===== src/rtl/memory_game_pkg.sv =====
`default_nettype none
// ============================================================================
//  Module      : memory_game_pkg
//  Description : Shared types and helpers for the memory game engine
//  Revision    : 1.0 - initial release
// ============================================================================
package memory_game_pkg;

  // Game variants; encoding 3 is folded onto classic by decode_mode()
  typedef enum logic [1:0] {
    MODE_CLASSIC = 2'd0,
    MODE_TIMED   = 2'd1,
    MODE_REVERSE = 2'd2
  } mode_t;

  typedef enum logic [2:0] {
    S_IDLE    = 3'd0,
    S_EXTEND  = 3'd1,
    S_SHOW    = 3'd2,
    S_GAP     = 3'd3,
    S_COLLECT = 3'd4,
    S_OVER    = 3'd5
  } state_t;

  // Widest LED bank the decoder supports (symbols up to 8 bits)
  localparam int ONEHOT_W = 256;

  function automatic mode_t decode_mode(input logic [1:0] m);
    case (m)
      2'd1:    return MODE_TIMED;
      2'd2:    return MODE_REVERSE;
      default: return MODE_CLASSIC;
    endcase
  endfunction

  function automatic logic [ONEHOT_W-1:0] onehot(input logic [7:0] s);
    return ONEHOT_W'(1) << s;
  endfunction

endpackage
`default_nettype wire


===== src/rtl/memory_game_core_sym_lfsr.sv =====
`default_nettype none
// ============================================================================
//  Module      : sym_lfsr
//  Description : Free-running 32-bit Fibonacci LFSR (taps 32,22,2,1)
//                supplying fresh random symbols
//  Revision    : 1.0 - initial release
// ============================================================================
module sym_lfsr #(
  parameter logic [31:0] SEED  = 32'hABCD1234,
  parameter int          SYM_W = 3
) (
  input  logic             clk,
  input  logic             rst_n,
  output logic [SYM_W-1:0] sym
);

  logic [31:0] lfsr;

  // Shift left every cycle, feedback from taps 32,22,2,1 into bit 0
  always_ff @(posedge clk or negedge rst_n) begin
    if (!rst_n) lfsr <= SEED;
    else        lfsr <= {lfsr[30:0], lfsr[31] ^ lfsr[21] ^ lfsr[1] ^ lfsr[0]};
  end

  assign sym = lfsr[SYM_W-1:0];

endmodule
`default_nettype wire


===== src/rtl/memory_game_core.sv =====
`default_nettype none
// ============================================================================
//  Module      : memory_game_core
//  Description : Memory game engine: grows a random symbol sequence, plays it
//                back on one-hot LEDs and checks player input (classic,
//                timed and reverse modes in one FSM)
//  Revision    : 1.0 - initial release
// ============================================================================
module memory_game_core
  import memory_game_pkg::*;
#(
  parameter int          SYM_W      = 3,
  parameter int          MAX_LEN    = 32,
  parameter int          SHOW_TICKS = 8,
  parameter int          GAP_TICKS  = 2,
  parameter int          TIME_LIMIT = 64,
  parameter logic [31:0] SEED       = 32'hABCD1234,
  localparam int         LW         = $clog2(MAX_LEN + 1),
  localparam int         NLED       = 2 ** SYM_W
) (
  input  logic             clk,
  input  logic             rst_n,
  input  logic             start,
  input  logic [1:0]       mode,
  input  logic             abort,
  input  logic             btn_valid,
  input  logic [SYM_W-1:0] btn_sym,
  output logic [NLED-1:0]  led,
  output logic             input_en,
  output logic             playing,
  output logic [LW-1:0]    level,
  output logic [LW-1:0]    score,
  output logic             game_over,
  output logic             won,
  output logic             time_up
);

  localparam int IW   = (MAX_LEN > 1) ? $clog2(MAX_LEN) : 1;
  localparam int CMAX = (SHOW_TICKS > GAP_TICKS) ? SHOW_TICKS : GAP_TICKS;
  localparam int CW   = $clog2(CMAX + 1);
  localparam int TW   = $clog2(TIME_LIMIT);

  state_t           state, state_n;
  mode_t            mode_r;
  logic [LW-1:0]    len;
  logic [IW-1:0]    idx, k;
  logic [CW-1:0]    cnt;
  logic [TW-1:0]    timer;
  logic [SYM_W-1:0] mem [MAX_LEN];
  logic [SYM_W-1:0] rnd;
  logic [LW-1:0]    exp_pos;
  logic             last_idx, last_k, match, timeout, show_done, gap_done;

  sym_lfsr #(.SEED(SEED), .SYM_W(SYM_W)) u_lfsr (
    .clk   (clk),
    .rst_n (rst_n),
    .sym   (rnd)
  );

  assign last_idx  = (LW'(idx) == len - LW'(1));
  assign last_k    = (LW'(k) == len - LW'(1));
  // Reverse mode walks the stored sequence from its newest entry backwards
  assign exp_pos   = (mode_r == MODE_REVERSE) ? (len - LW'(1) - LW'(k)) : LW'(k);
  assign match     = (btn_sym == mem[exp_pos[IW-1:0]]);
  assign timeout   = (mode_r == MODE_TIMED) && (timer == TW'(TIME_LIMIT - 1));
  assign show_done = (cnt == CW'(SHOW_TICKS - 1));
  assign gap_done  = (cnt == CW'(GAP_TICKS - 1));

  // State register
  always_ff @(posedge clk or negedge rst_n) begin
    if (!rst_n) state <= S_IDLE;
    else        state <= state_n;
  end

  // Next-state decode; a button press wins over a same-cycle timeout
  always_comb begin
    state_n = state;
    case (state)
      S_IDLE, S_OVER: if (start) state_n = S_EXTEND;
      S_EXTEND:       state_n = S_SHOW;
      S_SHOW:         if (show_done) state_n = S_GAP;
      S_GAP:          if (gap_done) state_n = last_idx ? S_COLLECT : S_SHOW;
      S_COLLECT: begin
        if (btn_valid) begin
          if (!match)     state_n = S_OVER;
          else if (last_k) state_n = (len == LW'(MAX_LEN)) ? S_OVER : S_EXTEND;
        end else if (timeout) begin
          state_n = S_OVER;
        end
      end
      default:        state_n = S_IDLE;
    endcase
    if (abort) state_n = S_IDLE;
  end

  // Datapath: sequence memory, length/score, indices, tick and input timers
  always_ff @(posedge clk or negedge rst_n) begin
    if (!rst_n) begin
      mode_r  <= MODE_CLASSIC;
      len     <= '0;
      score   <= '0;
      idx     <= '0;
      k       <= '0;
      cnt     <= '0;
      timer   <= '0;
      won     <= 1'b0;
      time_up <= 1'b0;
      for (int i = 0; i < MAX_LEN; i++) mem[i] <= '0;
    end else begin
      cnt   <= (state_n == state) ? cnt + CW'(1) : '0;
      timer <= (state == S_COLLECT) ? timer + TW'(1) : '0;
      if (abort) begin
        won     <= 1'b0;
        time_up <= 1'b0;
      end else begin
        case (state)
          S_IDLE, S_OVER: begin
            if (start) begin
              mode_r  <= decode_mode(mode);
              len     <= '0;
              score   <= '0;
              won     <= 1'b0;
              time_up <= 1'b0;
            end
          end
          S_EXTEND: begin
            mem[len[IW-1:0]] <= rnd;
            len              <= len + LW'(1);
            idx              <= '0;
          end
          S_GAP: begin
            if (gap_done) begin
              if (last_idx) k   <= '0;
              else          idx <= idx + IW'(1);
            end
          end
          S_COLLECT: begin
            if (btn_valid) begin
              if (match) begin
                if (last_k) begin
                  score <= score + LW'(1);
                  won   <= (len == LW'(MAX_LEN));
                end else begin
                  k <= k + IW'(1);
                end
              end
            end else if (timeout) begin
              time_up <= 1'b1;
            end
          end
          default: ;
        endcase
      end
    end
  end

  assign led       = (state == S_SHOW) ? NLED'(onehot(8'(mem[idx]))) : '0;
  assign input_en  = (state == S_COLLECT);
  assign playing   = (state == S_EXTEND) || (state == S_SHOW) ||
                     (state == S_GAP) || (state == S_COLLECT);
  assign game_over = (state == S_OVER);
  assign level     = len;

endmodule
`default_nettype wire

===== config.mk =====
export PLATFORM = sky130hd
export DESIGN_NAME = memory_game_core
export DESIGN_NICKNAME = d
export VERILOG_FILES = /design/src/rtl/memory_game_pkg.sv /design/src/rtl/memory_game_core_sym_lfsr.sv /design/src/rtl/memory_game_core.sv
export SDC_FILE = /design/constraint.sdc
export NUM_CORES = 1
export LEC_CHECK = 0
export ABC_AREA = 1
export CAP_MARGIN = 40
export CORE_MARGIN = 3
export CORE_UTILIZATION = 40
export DETAILED_ROUTE_END_ITERATION = 8
export MAX_ROUTING_LAYER = met4
export SLEW_MARGIN = 20
export SYNTH_ARGS = -nofsm -noshare
export SYNTH_HDL_FRONTEND = slang
export SYNTH_SLANG_ARGS = --single-unit

===== constraint.sdc =====
create_clock -name clk -period 5.6 [get_ports clk]
set_input_delay 0.84 -clock clk [delete_from_list [all_inputs] [get_ports clk]]
set_output_delay 0.84 -clock clk [all_outputs]
set_load 0.01 [all_outputs]

## Word level (Yosys, flattened, before mapping)

Index checks and enable logic that the tools add are counted.

| word-level totals | value |
|---|---|
| flip-flop bits (word level) | 167 |
| input bits | 10 |
| output and inout port bits | 25 |
| logic and storage cells | 164 |

| cells by class | value |
|---|---|
| add/subtract/negate cells | 8 |
| magnitude comparators | 4 |
| eq/ne operators | 31 |
| shift operators | 1 |
| muxes and demuxes | 50 |
| bitwise operators | 7 |
| reduce and logical (&&, ||, !) cells | 20 |

Operator list:

| operator | number |
|---|---|
| bitwise mux 96 bit | 1 |
| two-way mux 3 bit | 15 |
| two-way mux 5 bit | 8 |
| binary-select mux 3 bit (select 5 bit) | 2 |
| two-way mux 6 bit | 5 |
| case mux 6 bit (2 select lines) | 2 |
| case mux 5 bit (2 select lines) | 2 |
| adder 6 x 1 -> 6 bit, second input constant | 3 |
| greater-or-equal comparator 6 bit, second input constant | 3 |
| inverter 5 -> 6 bit | 3 |
| demux 3 bit (select 5 bit) | 1 |
| case mux 3 bit (5 select lines) | 1 |
| equality test 5 x 6 -> 1 bit | 2 |
| equality test 6 bit, second input constant | 2 |
| != test 2 bit, second input constant | 6 |
| adder 5 x 1 -> 5 bit, second input constant | 2 |
| != test 3 x 2 -> 1 bit, second input constant | 3 |
| != test 3 bit, second input constant | 3 |
| two-way mux 1 bit | 8 |
| two-way mux 8 bit | 1 |
| AND reduction 4 bit | 2 |
| nonzero test 2 bit | 4 |
| << shifter 1 x 3 -> 8 bit, first input constant | 1 |
| AND reduction 7 bit | 1 |
| 27 further kinds | 40 |

## Logic depth before layout (Yosys ltp)

| logic depth | value |
|---|---|
| word-level depth | 14 |
| mapped depth | 24 |
| depth with buffers taken out | 23 |

## Modules after synthesis

A second synthesis with hierarchy kept.

| unflattened totals | value |
|---|---|
| cell total of the unflattened synthesis | 1146 |
| area, all modules | 8823.5 µm² |

Modules (own cells, without submodules):

| module | instances | cells an instance | area an instance (µm²) | sequential area each (µm²) |
|---|---|---|---|---|
| memory_game_core | 1 | 1094 | 7910.1 | 3378.2 |
| sym_lfsr | 1 | 52 | 913.4 | 819.5 |

## Worst setup path before layout

No wires, ideal clock.

| path | value |
|---|---|
| path kind | reg-to-reg |
| start point | reg len[0], in the netlist level[0] |
| end point | reg score[2] |
| setup time | 0.121 ns |
| data arrival time | 3.157 ns |
| required time | 5.479 ns |
| path slack | 2.322 ns |
| stages on the path, launching flop included | 24 |
| buffers on the path | 2 |
| clock period less this slack | 3.278 ns |
| cell sequence | dfrtp_1 inv_1 ha_1 clkbuf_1 xor2_1 ha_1 a21oi_1 nand2_1 nand2_1 nand2_1 a21oi_1 nand3_1 nand2_1 nand2_1 nand2_1 nand2_1 nand2_1 and3_1 nand3_1 o21ai_2 nand2_2 buf_6 nand2_1 o21ai_1 |

| between the ends | value |
|---|---|
| longest elaborated chain between the ends | 10 |
| elaborated cells on any way between the ends | 12 |
| classes of those cells | add/sub (2); eq/ne (4); mux (4); bitwise (1); reduce/logical (1) |

RTL lines:

| element | RTL line | source |
|---|---|---|
| from (decl) | memory_game_core.sv:45 | `logic [LW-1:0] len;` |
| from (signal assigned) | memory_game_core.sv:128 | `len <= len + LW'(1);` |
| subtractor 6 x 1 -> 6 bit (*) | memory_game_core.sv:63 | `assign exp_pos = (mode_r == MODE_REVERSE) ? (len - LW'(1) - LW'(k)) : LW'(k);` |
| subtractor 5 bit | memory_game_core.sv:63 |  |
| two-way mux 5 bit | memory_game_core.sv:63 |  |
| inverter 5 -> 6 bit (implied by the code) | memory_game_core.sv:64 | `assign match = (btn_sym == mem[exp_pos[IW-1:0]]);` |
| binary-select mux 3 bit (select 5 bit) | memory_game_core.sv:64 |  |
| two-way mux 3 bit (implied by the code) (2 in series) | memory_game_core.sv:64 |  |
| equality test 3 bit | memory_game_core.sv:64 |  |
| != test 2 x 1 -> 1 bit (no line) | n/a |  |
| AND reduction 6 bit (no line) (*) | n/a |  |
| to (signal assigned) | memory_game_core.sv:141 | `score <= score + LW'(1);` |
| to (decl) | memory_game_core.sv:32 | `output logic [LW-1:0] score,` |

Every way passes the cells marked *; elsewhere a longest branch is shown, timed or not. The select of a mux whose other input is x is not followed.
A chain may end at the register's enable or synchronous reset.

## Final worst setup path

| path | value |
|---|---|
| start point | reg idx[0] |
| end point | out led[5] |

| between the ends | value |
|---|---|
| longest elaborated chain between the ends | 6 |

RTL lines:

| element | RTL line | source |
|---|---|---|
| from (decl) | memory_game_core.sv:46 | `logic [IW-1:0] idx, k;` |
| from (signal assigned) | memory_game_core.sv:134 | `else idx <= idx + IW'(1);` |
| inverter 5 -> 6 bit (implied by the code) | memory_game_core.sv:157 | `assign led = (state == S_SHOW) ? NLED'(onehot(8'(mem[idx]))) : '0;` |
| binary-select mux 3 bit (select 5 bit) | memory_game_core.sv:157 |  |
| two-way mux 3 bit (implied by the code) (2 in series) | memory_game_core.sv:157 |  |
| << shifter 1 x 3 -> 8 bit | memory_game_pkg.sv:37 | `return ONEHOT_W'(1) << s;` |
| two-way mux 8 bit | memory_game_core.sv:157 |  |
| to (decl) | memory_game_core.sv:28 | `output logic [NLED-1:0] led,` |

No other way between the ends. The select of a mux whose other input is x is not followed.

==> metrics.csv <==
metric;value;unit
slew_headroom;39.4;%
synth_top_family_by_area;simple AND/OR/NAND/NOR gates;
clkTransAtPathRegs;0.07;ns
hold_viol_final;0;
dp_hpwl;18400;µm
area_delta_synth_final;15.0;%
synth_edf_count;0;
cts_resized;0;
synth_fa_ha_area_share;2.21;%
ant_nets;0;
outcome;finished clean;
insertion_delay;0.44;ns
fmax;0.215;GHz
cp-end-kind;primary output;
ys_top_cells_by_area;dfrtp_1 (43%), nand2_1 (14%), o21ai_0 (8.6%), nand3_1 (8.0%), dfstp_2 (4.5%);
synth_top_area_share;43.0;%
slew_viol_final;0;
cts_tree;built;
synth_seq_cells;167;
place.gp.congestion;0.915;
clkSinkCount;167;
design_area;10200;µm²
total_power;3.73;mW
die_width;155;µm
chipHeight;155;µm
ys.flop_type;dfrtp_1;
drt_wl_total;27300;µm
crit_fanout;26;
clockBufferDepth;2;
fin_util;47.6;%
synth_nets;1178;
post-cts-setup-buffer-count;0;
dpl_cell_area;9470;µm²
ys_seq_area_share;47.5;%
hold_class;input pin to asynchronous set/reset pin;
die_area;23900;µm²
crit_type;register to primary output;
postCtsHoldBufs;0;
clock_skew;0.00840;ns
vias;8131;
grt_overflow_total;0;
muxShareOfSynthArea;0;%
synth_compound_area_share;13.8;%
r2r_start;level[0];
coreArea;21400;µm²
timing.final.crit_share;83.0;%
dr.pass1.iters;5;
setup_viol;0;
numCtsBuffers;17;
rows;53;
drv_cap;0;
wl_per_cell;18.6;µm
antenna_found_initial;0;
grt_max_degree;86;
post-route-drc-count;0;
grt_usage;23.8;%
arrival;3.81;ns
drive_gt1_share;7.38;%
diodes;0;
grt_pass1_wl;43700;µm
avgSynthCellArea;7.66;µm²
synth_area;8840;µm²
power_leakage;4.42;nW
reg2reg_depth;22;
p_per_area;367;nW/µm²
post-place-cells;1433;
start_util;41.4;%
dr.first_iter.drc_count;700;
synth_cell_types;42;
postSynthCellCount;1153;
fin_setup_tns;0;ns
worst_pin_slew;0.901;ns
cts.htree.levels;4;
yosys.area.top_type;dfrtp_1;
cp-start-kind;register;
r2r_slack;1.70;ns
rsz0062_at_grt;no;
yosysWarnings;0;
vias_per_cell;5.54;
grt_pass1_vias;7839;
io_buffers;34;
synthSimpleGateAreaFrac;28.8;%
instances_no_fill;1467;
ios;35;
min_period;4.65;ns
worstPathRequired;4.76;ns
synth-async-reset-ratio;100;%
fin_nets;1204;
cts_root_buffer;clkbuf_16;
synthXorXnorAreaFrac;1.78;%
r2r-end;score[2];
peakVddDrop;0.000187;V
==> through the flow <==
step	setup slack, ns	hold WS, ns
after floorplan	2.32	0.331
after global placement	1.44	0.335
after detailed placement	1.45	0.339
after CTS	0.968	0.350
after global routing	0.685	0.298
final	0.951	0.284
==> report_power, final <==
| part | internal [mW] | switching (mW) |
|---|---|---|
| sequential | 1.24 | 0.0431 |
| clock | 0.761 | 0.538 |
| combinational | 0.364 | 0.790 |
| total | 2.36 | 1.37 |
==> final cells by class <==
cell class	count	area (µm²)
clock inverter	14	208
fill	2091	11200
inverter	79	297
sequential	167	4200
multi-input combinational	860	4120
clock buffer	18	429
tap	275	344
timing repair buffer	54	564
==> sequential cells by signal, summed over array words and instances, names as in the netlist, 4 cells and up <==
signal,cells
mem,96
u_lfsr.lfsr,32
timer,6
level,6
cnt,4
score,6
k,5
idx,5
==> layout by cell type (no fill, tap or decap), drive strengths merged <==
master	netlist	routed
dfstp	15	15
a22oi	1	1
and3	1	1
xor2	13	13
clkinvlp	0	1
or2	5	5
fa	1	1
buf	18	21
bufinv	0	4
clkinv	4	5
a21boi	1	1
a221oi	3	3
nor4	2	2
dfrtp	152	152
nand2	344	344
o311ai	1	1
nor3b	1	1
nand3	142	142
ha	14	14
inv	75	83
nor2	82	82
nand4	7	7
a21oi	24	24
o32ai	2	2
nor3	20	20
o221ai	4	4
a31oi	4	4
o21a	1	1
clkdlybuf4s50	0	33
nand3b	1	1
clkbuf	29	18
a32o	3	3
o21ai	161	161
xnor2	5	5
o31ai	2	2
o211ai	3	3
o22ai	12	12
==> metal layers <==
layer,track usage (%),wire length [µm],up-vias
li1,-,-,3903
met1,31.7,12000,3839
met2,35.4,12100,316
met3,5.43,2060,73
met4,9.55,1060,0
met5,-,0,-
==> Yosys cell counts (all sizes together) (5+ instances only) <==
cell type,n
nor3,20
or2,5
ha,14
xnor2,5
xor2,13
dfstp,15
dfrtp,152
nor2,82
inv,75
clkbuf,29
o21ai,161
o22ai,12
nand2,344
buf,18
nand4,7
nand3,142
a21oi,24
==> worst max-delay path by stage <==
stage	startpoint	to	slack, ns
finish	idx[0]	led[5]	0.95
global route	idx[0]	led[5]	0.69
detailed placement	idx[0]	led[5]	1.45
global placement	idx[1]	led[6]	1.44
floorplan	level[0]	score[2]	2.32
CTS	idx[0]	led[5]	0.97
==> worst max-delay path, cell delays in order, from the launching register on <==
cell and delay (ns):
dfrtp_1 0.38, inv_1 0.57, buf_4 0.41, nand2_1 0.08, a32o_1 0.27, o21ai_0 0.24, a31oi_1 0.11, a221oi_1 0.29
nand2_1 0.12, nand2_1 0.08, nand2_1 0.11, nor2_1 0.14, clkdlybuf4s50_1 0.55
==> cells by family after synthesis <==
| kind of cell | count (synthesis) |
|---|---|
| AO/OA/AOI/OAI | 222 |
| XOR/XNOR | 18 |
| AND/OR/NAND/NOR | 605 |
| flip-flops | 167 |
| adder cells (fa/ha/maj) | 15 |
| buffers and inverters | 126 |
(Power assumes the default switching activity.)
